[config.mk]
export PLATFORM = sky130hd
export DESIGN_NAME = masked_sbox_scheduler
export DESIGN_NICKNAME = d
export VERILOG_FILES = /design/src/rtl/masked_sbox_scheduler.sv
export SDC_FILE = /design/constraint.sdc
export NUM_CORES = 1
export LEC_CHECK = 0
export ABC_AREA = 0
export BUFFER_PORTS_ARGS = -buffer_cell sky130_fd_sc_hd__clkbuf_2
export CORE_AREA = 2 2 63 65
export CTS_CLUSTER_DIAMETER = 60
export CTS_CLUSTER_SIZE = 14
export DETAILED_ROUTE_END_ITERATION = 6
export DIE_AREA = 0 0 65 67
export PLACE_DENSITY_LB_ADDON = 0.25
export SLEW_MARGIN = 0
export SYNTH_ARGS = -nofsm -noshare
export SYNTH_HDL_FRONTEND = slang
export SYNTH_SLANG_ARGS = --single-unit
[constraint.sdc]
create_clock -name in_clock -period 4 [get_ports in_clock]
set_clock_uncertainty 0.2 [all_clocks]
set_input_delay 0.2 -clock in_clock [delete_from_list [all_inputs] [get_ports in_clock]]
set_output_delay 0.2 -clock in_clock [all_outputs]
set_load 0.005 [all_outputs]
[src/rtl/masked_sbox_scheduler.sv]
// Round-robin front end that shares one pipelined masked AES S-box between the state path
// (channel 0) and the key schedule (channel 1), and routes each result back by tag.
`timescale 1ns/1ps
module masked_sbox_scheduler #(
    parameter int NUM_SHARES = 2,
    parameter int LATENCY    = 3,
    parameter int NUM_RANDOM = 36
) (
    input  logic                               in_clock,
    input  logic                               in_reset,
    input  logic [1:0]                         in_req_valid,
    output logic [1:0]                         out_req_ready,
    input  logic [1:0][NUM_SHARES-1:0][7:0]    in_req_a,
    input  logic                               in_random_valid,
    input  logic [NUM_RANDOM-1:0]              in_random,
    output logic                               out_random_ready,
    output logic [NUM_SHARES-1:0][7:0]         out_sbox_a,
    output logic [NUM_RANDOM-1:0]              out_sbox_random,
    input  logic [NUM_SHARES-1:0][7:0]         in_sbox_b,
    output logic [1:0]                         out_rsp_valid,
    output logic [NUM_SHARES-1:0][7:0]         out_rsp_b,
    output logic                               out_busy
);

    logic                last_grant_q;
    logic [LATENCY-1:0]  tag_valid_q;
    logic [LATENCY-1:0]  tag_id_q;

    logic                issue;
    logic                grant_id_d;
    logic [1:0]          grant;
    logic                rsp_live;

    // Nothing is granted while reset is asserted, so reset also masks the issue term.
    assign issue      = ~in_reset & in_random_valid & (|in_req_valid);
    assign grant_id_d = (&in_req_valid) ? ~last_grant_q : in_req_valid[1];
    assign grant[0]   = issue & ~grant_id_d;
    assign grant[1]   = issue &  grant_id_d;

    assign out_req_ready    = grant;
    assign out_random_ready = issue;
    assign out_sbox_random  = {NUM_RANDOM{issue}} & in_random;

    // Per-channel AND-gate then OR, so a select glitch can never mix shares of both channels.
    for (genvar gi = 0; gi < NUM_SHARES; gi++) begin : g_share
        assign out_sbox_a[gi] = ({8{grant[0]}} & in_req_a[0][gi])
                              | ({8{grant[1]}} & in_req_a[1][gi]);
        assign out_rsp_b[gi]  = {8{rsp_live}} & in_sbox_b[gi];
    end

    assign rsp_live         = tag_valid_q[LATENCY-1] & ~in_reset;
    assign out_rsp_valid[0] = rsp_live & ~tag_id_q[LATENCY-1];
    assign out_rsp_valid[1] = rsp_live &  tag_id_q[LATENCY-1];
    assign out_busy         = (|tag_valid_q) & ~in_reset;

    // Tag pipeline mirrors the free-running S-box; it shifts every cycle and never stalls.
    always_ff @(posedge in_clock) begin
        if (in_reset) begin
            last_grant_q <= 1'b1;
            tag_valid_q  <= '0;
            tag_id_q     <= '0;
        end else begin
            if (issue) begin
                last_grant_q <= grant_id_d;
            end
            tag_valid_q[0] <= issue;
            tag_id_q[0]    <= issue & grant_id_d;
            for (int i = 1; i < LATENCY; i++) begin
                tag_valid_q[i] <= tag_valid_q[i-1];
                tag_id_q[i]    <= tag_id_q[i-1];
            end
        end
    end

endmodule
==> flow_metrics.env <==
export IMPL_cp_start_kind="flip-flop"
export IMPL_ctsResizeCount=0
export IMPL_hold_violations=0
export IMPL_cp_buffers_inverters=1
export IMPL_fin_nets=351
export IMPL_numCtsBuffers=3
export IMPL_r2r_start="last_grant_q"
export IMPL_crit_start="last_grant_q"
export IMPL_drive_above_1_share_pct=64.8
export IMPL_reg2reg_slack_ns=3.00
export IMPL_ctsHoldBuffers=0
export IMPL_p_seq_share_pct=26.9
export IMPL_hold_end="tag_valid_q[1]"
export IMPL_hold_slack_ns=0.0431
export IMPL_rsz0062_at_grt="no"
export IMPL_tritoncts="yes"
export IMPL_setup_tns_ns=0
export IMPL_syn_area_per_cell_sq_um=7.93
export IMPL_gp_congestion=0.764
export IMPL_wl_mm=3.49
export IMPL_hp_start="in_reset"
export IMPL_wl_per_cell_um=11.3
export IMPL_status="complete, no violations"
export IMPL_power_frac_clock_pct=35.9
export IMPL_arrival_ns=1.74
export IMPL_core_sq_um=3610
export IMPL_utilization_pct=46.5
export IMPL_cp_end_kind="primary output"
export IMPL_combPwrFrac_pct=37.2
export IMPL_yosysSeqAreaShare_pct=17.5
export IMPL_pre_cts_slack_ns=1.95
export IMPL_dieArea_sq_um=4360
export IMPL_grt_ovfl_total=0
export IMPL_final_max_slew_viol_count=0
export IMPL_tightest_slew_ns=0.924
export IMPL_cp_cell_sequence="nor2b_1 -> nor3b_4 -> a22o_1 -> clkbuf_2"
export IMPL_htree_num_levels=1
export IMPL_max_stage_delay_ns=0.62
export IMPL_drc=0
export IMPL_worst_slack_ns=1.86
export IMPL_synth_async_reset_ratio_pct=0
export IMPL_relSlewSlack_pct=38.3
export IMPL_ios=163
export IMPL_grt_pass1_vias=1089
export IMPL_syn_inst=101
export IMPL_clockBufferDepth=2
export IMPL_cp_required_ns=3.60
export IMPL_max_freq_mhz=468
export IMPL_vdd_drop_max_mv=0.0860
export IMPL_reg2reg_depth=2
export IMPL_worstReg2RegEnd="last_grant_q"
export IMPL_drt_first_pass_iters=4
export IMPL_slowest_stage="nor3b_4"
export IMPL_antenna_found_initial=0
export IMPL_drtAntennaViolNets=0
export IMPL_p_int_mw=0.203
export IMPL_syn_area_sq_um=801
export IMPL_crit_type="flip-flop to primary output"
export IMPL_ys_warn_count=0
export IMPL_hpwl_mm=3.11
export IMPL_clkTransAtPathRegs_ns=0.04
export IMPL_die_x_um=65
export IMPL_grt_max_degree=38
export IMPL_drt_initial_drc_count=19
export IMPL_hold_depth=2
export IMPL_ys_flop_type="dfxtp_1"
export IMPL_hold_path_class="input port to flip-flop"
export IMPL_area_growth_synth_to_final_pct=110
export IMPL_setup_viol=0
export IMPL_grt_use_total_pct=14.9
export IMPL_power_switching_mw=0.0721
export IMPL_post_route_min_period_ns=2.14
export IMPL_cts_setup_buffers=0
export IMPL_clkSinkCount=7
export IMPL_drv_cap=0
export IMPL_synth_nets=190
export IMPL_start_util_pct=22.2
export IMPL_die_h_um=67
export IMPL_clockRootBuffer="clkbuf_8"
export IMPL_post_route_period_util_pct=53.4
export IMPL_antenna_cells=0
export IMPL_grt_pass1_wl_mm=4.97
export IMPL_yosys_register_bits=7
export IMPL_via_count=1288
export IMPL_synth_edf_count=0
export IMPL_p_per_area_nw_per_um2=164
export IMPL_synth_distinct_cells=19
export IMPL_worstPathMaxFanout=17
export IMPL_p_leak_nw=1.07
export IMPL_rows=22
export IMPL_io_buffers=162
export IMPL_p_sw_share_pct=26.2
export IMPL_clock_latency_ns=0.22
export IMPL_critical_path_top_delay_family="simple AND/OR/NAND/NOR gates"
export IMPL_viasPerCell=4.17
-- stage by stage --
| step | instances | instance area (sq um) | power [mW] |
|---|---|---|---|
| after floorplan | 101 | 801 | 0.112 |
| after global routing | 309 | 1680 | 0.294 |
| final | 309 | 1680 | 0.276 |
| after CTS | 309 | 1680 | 0.280 |
| after detailed placement | 305 | 1630 | 0.179 |
| after global placement | 305 | 1630 | 0.179 |
-- worst max path at each step --
| stage | endpoint | cells past startpoint |
|---|---|---|
| 2_1_floorplan | out_sbox_a[10] | 4 |
| 3_3_place_gp | out_sbox_random[29] | 5 |
| 3_5_place_dp | out_sbox_random[29] | 5 |
| 4_1_cts | out_sbox_a[14] | 4 |
| 5_1_grt | out_sbox_a[8] | 4 |
| 6_report | out_sbox_a[12] | 4 |
-- cells in the mapped netlist (2+ instances only) --
cell | n | area, sq um
and2_1 | 53 | 332
a22o_1 | 16 | 140
dfxtp_1 | 7 | 140
nor2b_1 | 4 | 25.0
and2b_1 | 3 | 22.5
clkbuf_1 | 3 | 11.3
buf_6 | 2 | 22.5
nor2_1 | 2 | 7.51
-- cell families (layout without fill, tap and decap cells) --
group / Yosys count / count (layout) / share of synthesized area, %
and+or+nand+nor: 67 / 67 / 54.7
AOI/OAI and AO/OA: 20 / 20 / 22.5
DFF: 7 / 7 / 17.5
buffers and inverters: 7 / 167 / 5.31
-- routing by layer --
| metal | vias up | global-route usage, % | routed length [um] |
|---|---|---|---|
| li1 | 657 | - | - |
| met2 | 79 | 30.2 | 1940 |
| met1 | 552 | 14.3 | 1140 |
| met3 | 0 | 5.91 | 420 |
| met4 | 0 | 1.60 | 0 |
| met5 | - | 0 | 0 |
-- cells in the final DEF, fill, tap and decap left out, drive strengths merged --
cell and count:
a22o 16, clkbuf 166, a211oi 2, and2b 3, nand2b 1, a21oi 1
nor2 3, or3 1, and3 1, dfxtp 7, o21bai 1, inv 1
and2 53, nor2b 4, nor3b 1
-- final cells by class --
cell class	instances	area, sq um
Clock buffer	4	45.0
Sequential cell	7	140
Inverter	1	3.75
Timing Repair Buffer	162	811
Tap cell	48	60.1
Fill cell	391	1930
Multi-Input combinational cell	87	618
-- flip-flops by register name, summed over array words and instances, names as in the netlist --
name and count:
last_grant_q 1, tag_id_q 3, tag_valid_q 3
-- power by group through the flow --
| stage | clock [mW] | sequential (mW) | combinational [mW] |
|---|---|---|---|
| after floorplan | 0 | 0.0749 | 0.0374 |
| after CTS | 0.102 | 0.0741 | 0.104 |
| after global routing | 0.106 | 0.0743 | 0.114 |
| final | 0.0990 | 0.0740 | 0.102 |
| after global placement | 0 | 0.0752 | 0.104 |
| after detailed placement | 0 | 0.0752 | 0.104 |
Power figures use the tool's default switching activity.
